<file path="config.mk">
export PLATFORM = sky130hd
export DESIGN_NAME = mem_responder_flat
export DESIGN_NICKNAME = d
export VERILOG_FILES = /design/src/rtl/mem_map_pkg.sv /design/src/rtl/mem_responder_if.sv /design/src/rtl/sync_fifo.sv /design/src/rtl/mem_responder.sv /design/src/flat_wrapper.sv
export SDC_FILE = /design/constraint.sdc
export NUM_CORES = 2
export LEC_CHECK = 0
export ABC_AREA = 1
export ABC_CLOCK_PERIOD_IN_PS = 3550
export BUFFER_PORTS_ARGS = -buffer_cell sky130_fd_sc_hd__buf_2
export CAP_MARGIN = 20
export CORE_MARGIN = 8
export CORE_UTILIZATION = 49
export CTS_BUF_LIST = sky130_fd_sc_hd__clkbuf_4
export DETAILED_ROUTE_END_ITERATION = 7
export GPL_ROUTABILITY_DRIVEN = 1
export PLACE_DENSITY = 0.73
export SLEW_MARGIN = 20
export SYNTH_ARGS = -nofsm -noshare
export SYNTH_HDL_FRONTEND = slang
export SYNTH_SLANG_ARGS = --single-unit
</file>
<file path="constraint.sdc">
create_clock -name clk -period 3.55 [get_ports clk]
set_input_delay 0.71 -clock clk [delete_from_list [all_inputs] [get_ports clk]]
set_output_delay 0.71 -clock clk [all_outputs]
set_load 0.1 [all_outputs]
</file>
<file path="src/rtl/mem_map_pkg.sv">
// Shared CPU memory-map constants: MMIO addresses and status register layout.
package mem_map_pkg;

    localparam logic [7:0] DEF_MMIO_STAT_ADDR = 8'hFE;
    localparam logic [7:0] DEF_MMIO_TX_ADDR   = 8'hFF;

    localparam int STAT_OVF     = 7;
    localparam int STAT_FULL    = 6;
    localparam int STAT_EMPTY   = 5;
    localparam int STAT_CNT_MSB = 4;
    localparam int STAT_CNT_LSB = 0;

    function automatic logic [7:0] pack_status(input logic ovf, input logic full,
                                               input logic empty, input logic [4:0] cnt);
        logic [7:0] s;
        s = '0;
        s[STAT_OVF]                  = ovf;
        s[STAT_FULL]                 = full;
        s[STAT_EMPTY]                = empty;
        s[STAT_CNT_MSB:STAT_CNT_LSB] = cnt;
        return s;
    endfunction

endpackage

</file>
<file path="src/rtl/mem_responder_if.sv">
// CPU bus, program loader and TX byte stream seen by the memory responder.
interface mem_responder_if #(parameter int M_WIDTH = 8);

    logic [M_WIDTH-1:0] addr;
    logic [M_WIDTH-1:0] data_in;
    logic               we;
    logic [M_WIDTH-1:0] data_out;
    logic               ld_en;
    logic               ld_start;
    logic               ld_valid;
    logic [M_WIDTH-1:0] ld_data;
    logic               ld_ready;
    logic               tx_valid;
    logic [M_WIDTH-1:0] tx_data;
    logic               tx_ready;

    modport master (
        output addr, data_in, we, ld_en, ld_start, ld_valid, ld_data, tx_ready,
        input  data_out, ld_ready, tx_valid, tx_data
    );

    modport slave (
        input  addr, data_in, we, ld_en, ld_start, ld_valid, ld_data, tx_ready,
        output data_out, ld_ready, tx_valid, tx_data
    );

endinterface

</file>
<file path="src/rtl/sync_fifo.sv">
// Synchronous FIFO with registered head; a push into a full FIFO is taken only alongside a pop.
module sync_fifo #(
    parameter int WIDTH = 8,
    parameter int DEPTH = 8,
    parameter int AW    = $clog2(DEPTH),
    parameter int CW    = $clog2(DEPTH + 1)
) (
    input  logic             clk,
    input  logic             rst,
    input  logic             push,
    input  logic [WIDTH-1:0] din,
    input  logic             pop,
    output logic [WIDTH-1:0] dout,
    output logic             full,
    output logic             empty,
    output logic [CW-1:0]    count
);

    logic [WIDTH-1:0] mem [DEPTH];
    logic [AW-1:0]    rd_ptr;
    logic [AW-1:0]    wr_ptr;
    logic             do_push;
    logic             do_pop;

    assign full    = (count == CW'(DEPTH));
    assign empty   = (count == '0);
    assign do_pop  = pop && !empty;
    assign do_push = push && (!full || do_pop);
    assign dout    = empty ? '0 : mem[rd_ptr];

    always_ff @(posedge clk) begin
        if (do_push && !rst) begin
            mem[wr_ptr] <= din;
        end
    end

    always_ff @(posedge clk or posedge rst) begin
        if (rst) begin
            rd_ptr <= '0;
            wr_ptr <= '0;
            count  <= '0;
        end else begin
            if (do_push) wr_ptr <= wr_ptr + 1'b1;
            if (do_pop)  rd_ptr <= rd_ptr + 1'b1;
            case ({do_push, do_pop})
                2'b10:   count <= count + 1'b1;
                2'b01:   count <= count - 1'b1;
                default: count <= count;
            endcase
        end
    end

endmodule

</file>
<file path="src/rtl/mem_responder.sv">
// CPU-side RAM with TX byte port and status MMIO; an external loader owns the RAM port while ld_en is high.
module mem_responder
    import mem_map_pkg::*;
#(
    parameter int                 M_WIDTH        = 8,
    parameter int                 TX_DEPTH       = 8,
    parameter logic [M_WIDTH-1:0] MMIO_STAT_ADDR = M_WIDTH'(DEF_MMIO_STAT_ADDR),
    parameter logic [M_WIDTH-1:0] MMIO_TX_ADDR   = M_WIDTH'(DEF_MMIO_TX_ADDR)
) (
    input logic            clk,
    input logic            rst,
    mem_responder_if.slave bus
);

    localparam int CW = $clog2(TX_DEPTH + 1);

    logic [M_WIDTH-1:0] ram [2**M_WIDTH];
    logic [M_WIDTH-1:0] ld_ptr;
    logic [M_WIDTH-1:0] ram_addr;
    logic [M_WIDTH-1:0] ram_wdata;
    logic               ram_we;
    logic               is_stat;
    logic               is_tx;
    logic               cpu_wr;
    logic               push;
    logic               pop;
    logic               overflow;
    logic               fifo_full;
    logic               fifo_empty;
    logic [CW-1:0]      fifo_count;
    logic [7:0]         status;

    assign is_stat = (bus.addr == MMIO_STAT_ADDR);
    assign is_tx   = (bus.addr == MMIO_TX_ADDR);
    assign cpu_wr  = bus.we && !bus.ld_en;
    assign push    = cpu_wr && is_tx;
    assign pop     = bus.tx_valid && bus.tx_ready;
    assign status  = pack_status(overflow, fifo_full, fifo_empty, 5'(fifo_count));

    assign bus.ld_ready = bus.ld_en;
    assign bus.tx_valid = !fifo_empty;

    // One RAM port: the loader addresses the full range, the CPU never writes the MMIO shadows.
    assign ram_we    = bus.ld_en ? bus.ld_valid : (cpu_wr && !is_stat && !is_tx);
    assign ram_addr  = bus.ld_en ? (bus.ld_start ? '0 : ld_ptr) : bus.addr;
    assign ram_wdata = bus.ld_en ? bus.ld_data : bus.data_in;

    always_ff @(posedge clk) begin
        if (ram_we && !rst) begin
            ram[ram_addr] <= ram_wdata;
        end
    end

    always_ff @(posedge clk or posedge rst) begin
        if (rst) begin
            bus.data_out <= '0;
            ld_ptr       <= '0;
            overflow     <= 1'b0;
        end else begin
            if (bus.ld_en || is_tx) begin
                bus.data_out <= '0;
            end else if (is_stat) begin
                bus.data_out <= M_WIDTH'(status);
            end else begin
                bus.data_out <= ram[bus.addr];
            end

            if (bus.ld_start) begin
                ld_ptr <= (bus.ld_en && bus.ld_valid) ? M_WIDTH'(1) : '0;
            end else if (bus.ld_en && bus.ld_valid) begin
                ld_ptr <= ld_ptr + 1'b1;
            end

            if (cpu_wr && is_stat) begin
                overflow <= 1'b0;
            end else if (push && fifo_full && !pop) begin
                overflow <= 1'b1;
            end
        end
    end

    sync_fifo #(
        .WIDTH(M_WIDTH),
        .DEPTH(TX_DEPTH)
    ) u_tx_fifo (
        .clk   (clk),
        .rst   (rst),
        .push  (push),
        .din   (bus.data_in),
        .pop   (pop),
        .dout  (bus.tx_data),
        .full  (fifo_full),
        .empty (fifo_empty),
        .count (fifo_count)
    );

endmodule
</file>
<file path="src/flat_wrapper.sv">
// flat-port wrapper written by rule: the top's interface ports become plain ports
module mem_responder_flat import mem_map_pkg::*;
#(
    parameter int                 M_WIDTH        = 8,
    parameter int                 TX_DEPTH       = 8,
    parameter logic [M_WIDTH-1:0] MMIO_STAT_ADDR = M_WIDTH'(DEF_MMIO_STAT_ADDR),
    parameter logic [M_WIDTH-1:0] MMIO_TX_ADDR   = M_WIDTH'(DEF_MMIO_TX_ADDR)
)
  (clk, rst, bus_addr, bus_data_in, bus_we, bus_ld_en, bus_ld_start, bus_ld_valid, bus_ld_data, bus_tx_ready, bus_data_out, bus_ld_ready, bus_tx_valid, bus_tx_data);
  mem_responder_if #(.M_WIDTH(M_WIDTH)) bus_i ();
  input logic clk;
  input logic rst;
  input wire logic [$bits(bus_i.addr)-1:0] bus_addr;
  input wire logic [$bits(bus_i.data_in)-1:0] bus_data_in;
  input wire logic [$bits(bus_i.we)-1:0] bus_we;
  input wire logic [$bits(bus_i.ld_en)-1:0] bus_ld_en;
  input wire logic [$bits(bus_i.ld_start)-1:0] bus_ld_start;
  input wire logic [$bits(bus_i.ld_valid)-1:0] bus_ld_valid;
  input wire logic [$bits(bus_i.ld_data)-1:0] bus_ld_data;
  input wire logic [$bits(bus_i.tx_ready)-1:0] bus_tx_ready;
  output wire logic [$bits(bus_i.data_out)-1:0] bus_data_out;
  output wire logic [$bits(bus_i.ld_ready)-1:0] bus_ld_ready;
  output wire logic [$bits(bus_i.tx_valid)-1:0] bus_tx_valid;
  output wire logic [$bits(bus_i.tx_data)-1:0] bus_tx_data;
  assign bus_i.addr = bus_addr;
  assign bus_i.data_in = bus_data_in;
  assign bus_i.we = bus_we;
  assign bus_i.ld_en = bus_ld_en;
  assign bus_i.ld_start = bus_ld_start;
  assign bus_i.ld_valid = bus_ld_valid;
  assign bus_i.ld_data = bus_ld_data;
  assign bus_i.tx_ready = bus_tx_ready;
  assign bus_data_out = bus_i.data_out;
  assign bus_ld_ready = bus_i.ld_ready;
  assign bus_tx_valid = bus_i.tx_valid;
  assign bus_tx_data = bus_i.tx_data;
  mem_responder #(.M_WIDTH(M_WIDTH), .TX_DEPTH(TX_DEPTH), .MMIO_STAT_ADDR(MMIO_STAT_ADDR), .MMIO_TX_ADDR(MMIO_TX_ADDR)) u_core (.clk(clk), .rst(rst), .bus(bus_i));
endmodule
</file>
**Word-level counts from Yosys, hierarchy flattened**

Memories as Yosys holds them, arrays and structs flattened.
Index checks and enable logic that the tools add are counted.

- Logic and storage cells: 61
- Input bits: 31
- Memory bits (writable): 2112
- Output and inout port bits: 18
- Memories: 2
- Register bits after elaboration: 27

Memory list:

| name | depth | bits a word | read ports | clocked after memory_dff | wr ports | line | RTL |
|---|---|---|---|---|---|---|---|
| u_core.ram | 256 | 8 | 1 | 0 | 1 | mem_responder.sv:17 | `logic [M_WIDTH-1:0] ram [2**M_WIDTH];` |
| u_core.u_tx_fifo.mem | 8 | 8 | 1 | 0 | 1 | sync_fifo.sv:19 | `logic [WIDTH-1:0] mem [DEPTH];` |

- $add $sub $neg: 5
- Multiplexer cells: 17
- Reduce and logical (&&, ||, !) cells: 26
- Equal/unequal tests: 5

Operator list:

| kind | count |
|---|---|
| $mux W8 | 8 |
| $eq A8 B8 Y1 const B | 2 |
| $logic_and A1 B1 Y1 | 13 |
| $add A8 B1 Y8 const B | 1 |
| $mux W1 | 8 |
| $pmux W4 S2 | 1 |
| $logic_not A1 Y1 | 7 |
| $add A3 B1 Y3 const B | 2 |
| $reduce_bool A2 Y1 | 3 |
| $add A4 B1 Y4 const B | 1 |
| $eq A4 B4 Y1 const B | 1 |
| $logic_not A4 Y1 | 1 |
| $sub A4 B1 Y4 const B | 1 |
| $eq A2 B1 Y1 const B | 1 |
| $eq A2 B2 Y1 const B | 1 |
| $logic_or A1 B1 Y1 | 2 |

**Longest topological paths before layout**

- Depth in word-level cells: 9
- Depth in mapped cells: 19
- Gate-level depth less buffers: 15

**Cells and area by module**

Synthesis repeated with hierarchy kept, for this count alone.

- Cell total of the unflattened synthesis: 8074
- Area total of the unflattened synthesis: 89255.6 um2

Modules (own cells, without submodules):

| module | instances | area each (um2) | cells each | sequential area each (um2) |
|---|---|---|---|---|
| mem_responder | 1 | 86098.8 | 7801 | 61924.4 |
| sync_fifo | 1 | 3156.8 | 273 | 2172.1 |

**Least setup slack after synthesis**

Ideal clock, no wire load.

- Path kind: input to register
- From: in bus_ld_en
- To: mem u_core.ram[0][0] (data pin)
- Arrival time: 4.319 ns
- Buffers on the path: 2
- Cell stages on the path: 5
- Setup time: 0.823 ns
- Setup slack: -1.592 ns
- Data required time: 2.727 ns
- Path through: buf_2 > buf_2 > inv_1 > nand2_1 > nand2_1

- Longest elaborated chain between the ends: 1

Ends and longest elaborated chain:

| element | line | RTL |
|---|---|---|
| start: declaration | flat_wrapper.sv:16 | `input wire logic [$bits(bus_i.ld_en)-1:0] bus_ld_en;` |
| $mux W8 | mem_responder.sv:46 | `assign ram_wdata = bus.ld_en ? bus.ld_data : bus.data_in;` |
| named net u_core.ram_wdata[0] | mem_responder.sv:20 | `logic [M_WIDTH-1:0] ram_wdata;` |
| end: declaration | mem_responder.sv:17 |  |

The timed path passes the listed nets, and every way through them passes these cells.

**Worst setup path after layout**

- From: reg u_core.u_tx_fifo.rd_ptr[1]
- To: out bus_tx_data[5]

- Longest elaborated chain between the ends: 2

Ends and longest elaborated chain:

| element | line | RTL |
|---|---|---|
| start: declaration | sync_fifo.sv:20 | `logic [AW-1:0] rd_ptr;` |
| start signal: assignment | sync_fifo.sv:44 | `if (do_pop) rd_ptr <= rd_ptr + 1'b1;` |
| $mem_v2 Z8 W8 | -- |  |
| $mux W8 | sync_fifo.sv:29 | `assign dout = empty ? '0 : mem[rd_ptr];` |
| end: declaration | flat_wrapper.sv:24 | `output wire logic [$bits(bus_i.tx_data)-1:0] bus_tx_data;` |

Every way passes these cells.

==> key figures <==
Clock tree
  • Clock sinks: 2139
  • CTS Buf Count: roughly 550
  • Clk_lat worst skew: about 1.4 ns
  • CTS tree: done
  • Clock Tree Root: clkbuf_4
  • Clk slew on worst S/H paths: roughly 0.060 ns
  • H-Tree Depth: 6
  • Max clock buf depth: 4

Synth
  • #FFs+latches synth: 2139
  • Post-Syn Area per Cell: roughly 12 µm²
  • Post-synth EDFFs: about 2100
  • Post-synthesis sequential area ratio: 0.734
  • Syn nets: approximately 7600
  • Yosys cell types: 41
  • Synth Instances: 7574
  • Mapped Area: approximately 87000 µm²
  • Yosys warns: 0
  • Ys async rst share: 0.0126
  • Synth Flop Type: edfxtp_1

Timing
  • Final hold viol count: 0
  • Fmax: ~0.27 GHz
  • Setup ws final: -0.143 ns
  • Minimum clock period: about 3.7 ns
  • Final period util: 1.04
  • WHS: around 0.074 ns
  • Final setup viols: 8
  • Slew Limit Fails: 0
  • RSZ-0062 raised after global routing: yes
  • Worst-margin pin slew: 0.862 ns
  • Worst slew margin: 0.426
  • Fin Setup TNS: -0.854 ns
  • Layout Skew: roughly 0.070 ns

Floorplanning
  • Die Y: around 440 µm
  • Die area: 192000 µm²
  • Core area: approximately 180000 µm²
  • Initial Util: 0.491
  • Io pins: 49
  • Core Rows: roughly 160
  • Die width: 438 µm

Detailed routing
  • Routed via count: 61500
  • DR vias/cell: about 5.6
  • Post-DR wirelength/cell: ~22 µm
  • DRC: 0
  • ANT nets after route: 0
  • DR iter-0 viols: ~7500
  • Post-Route WL: between 200000 and 250000 µm
  • Drt pass-1 iters: 7

Layout
  • Nets@finish: 8257
  • Final Non-Filler Cells: about 11000
  • FILL cells: between 10000 and 15000
  • Area growth syn-to-layout: 14.8%
  • Layout Utilization: 0.564
  • Share of layout cells above drive strength 1: 0.170
  • Most frequent cells in the layout: edfxtp_1 (2112), nand2_1 (1656), nor2_1 (1431)
  • Design area: 100000 µm²
  • Commonest non-fill, non-tap cell in the layout: edfxtp_1

Critical path
  • Worst-case reg-to-reg path depth: 7
  • Critical-path top delay cell: dfrtp_2
  • Largest delay contributor family on the critical path: buffers and inverters
  • Worst Setup Path Type: register to output port
  • CP bufs+invs: 3
  • Crit. path cell count: 6
  • Biggest cell delay along the critical path: around 0.44 ns
  • R2r endpoint: u_core.ram[194][4]
  • Ordered list of cells on the worst path: clkinvlp_4 > clkbuf_16 > nor2_2 > o21ai_1 > a31oi_1 > buf_6
  • Critical Path RT: 2.84 ns
  • CP arrival: 2.98 ns
  • Worst reg2reg path startpoint: u_core.ld_ptr[3]
  • Worst setup EP type: output port
  • R2R setup slack: 0.74 ns
  • Critical Path Source Type: register
  • Critical path fanouts, max: 6

Global route
  • Largest net degree at the start of global routing: between 100 and 150
  • Grt total ovfl: 0
  • Tot GR Track Use: 0.246
  • Vias in the first global route: roughly 60000
  • Initial antenna violation count: 4
  • First-pass GRT wire length: about 360000 µm

Min path
  • Worst hold path type: primary input to register
  • Hold Path End: u_core.bus.data_out[4]
  • Min-delay src: bus_addr[2]
  • Hold Path Cell Cnt: 6

Power and ir drop
  • Pwr dens: between 500 and 600 nW/µm²
  • Peak supply drop: 0.000668 V
  • Leak: around 37 nW
  • Total Power: 54.3 mW

Place
  • I/O Buffers: between 40 and 50
  • Final HPWL DP: 143000 µm
  • Gpl congestion: just under 1
  • Total placed cells including tap cells: roughly 10000
  • DP Area: between 90000 and 100000 µm²
  • Pre-CTS setup slack: 0.0936 ns

Run status
  • Failing checks: setup timing
  • Status: finished, violations left

Flow run
  • Max-cap viol count: 0
## how the worst max path moves through the flow
stage | end | slack (ns) | from
3_5_place_dp | u_core.ram[177][2] | 0.09 | bus_ld_en
3_3_place_gp | u_core.ram[177][2] | 0.15 | bus_ld_start
4_1_cts | bus_tx_data[6] | -0.16 | u_core.u_tx_fifo.count[0]
5_1_grt | bus_tx_data[5] | -0.25 | u_core.u_tx_fifo.count[0]
2_1_floorplan | bus_tx_data[0] | -0.17 | u_core.u_tx_fifo.count[0]
6_report | bus_tx_data[5] | -0.14 | u_core.u_tx_fifo.rd_ptr[1]
## cell type report
class                           count  area [µm²]  area share
Clock buffer                      774        5810      0.0579
Multi-Input combinational cell   4558       20000       0.199
Inverter                          450        1730      0.0173
Timing Repair Buffer              524        4900      0.0489
Timing Repair inverter              2        12.5    0.000125
Tap cell                         2355        2950      0.0294
Antenna cell                       13        32.5    0.000324
Sequential cell                  2139       64100       0.639
Clock inverter                    133         777     0.00775
## synthesized netlist by cell type (2+ instances only)
cell type,instances,area [µm²]
buf_4,22,165
o211ai_1,14,105
dfrtp_1,27,676
o21ai_2,2,17.5
nor3_1,22,110
buf_2,199,996
buf_1,58,218
nand4_1,254,1590
nor4_1,2,12.5
inv_2,11,41.3
nand2_1,1673,6280
o22ai_1,12,75.1
clkbuf_1,145,544
nor2_2,4,25.0
edfxtp_1,2112,63400
o21ai_0,356,1780
buf_6,3,33.8
nand2_2,8,50.1
nor2_1,1442,5410
xor2_1,5,43.8
xnor2_1,2,17.5
nand4_2,5,62.6
ha_1,6,75.1
a31oi_1,10,62.6
nand3_1,396,1980
nor2_4,2,22.5
inv_1,437,1640
a22oi_1,19,143
a21oi_1,277,1390
o22ai_2,3,37.5
or2_2,35,219
nand3_4,2,35.0
## power breakdown
group | internal (mW) | switching, mW
Sequential | 28.0 | 0.0823
Combinational | 1.61 | 4.20
Clock | 10.7 | 9.71
## logic make-up after synthesis
family | count (synthesis) | synth area share
simple gates | 3851 | 0.182
flops | 2139 | 0.734
buf+inv | 877 | 0.0418
compound gates | 694 | 0.0414
xor+xnor | 7 | 0.000702
fa+ha+maj | 6 | 0.000859
## registers in the layout, summed over array words and instances, names as in the netlist
register / flops
u_core.bus.data_out: 8
u_core.ld_ptr: 8
u_core.u_tx_fifo.mem: 64
u_core.overflow: 1
u_core.u_tx_fifo.count: 4
u_core.u_tx_fifo.rd_ptr: 3
u_core.ram: 2048
u_core.u_tx_fifo.wr_ptr: 3
## layer usage
metal | part of all wire | up-vias | track usage
met5 | 0 | - | 0
met3 | 0.12 | 632 | 0.0610
met2 | 0.46 | 3871 | 0.382
met4 | 0.047 | 0 | 0.118
li1 | - | 27700 | -
met1 | 0.38 | 29300 | 0.326
## worst min-delay path: cells and delay by family
family                 cells  cell delay (ns)
AND/OR/NAND/NOR            3             0.27
buffers and inverters      2             0.20
AO/OA/AOI/OAI              1             0.18
## repair_timing
action                                 4_1_cts  5_1_grt
gates resized for setup                     71       42
buffers inserted                            17        4
setup endpoints to repair                    9        9
pin swaps                                   16       21
endpoints found under the hold margin      110        0
gates cloned                                 4        1
hold buffers                                21        0
Note: power is estimated with default switching activity, not from simulation.
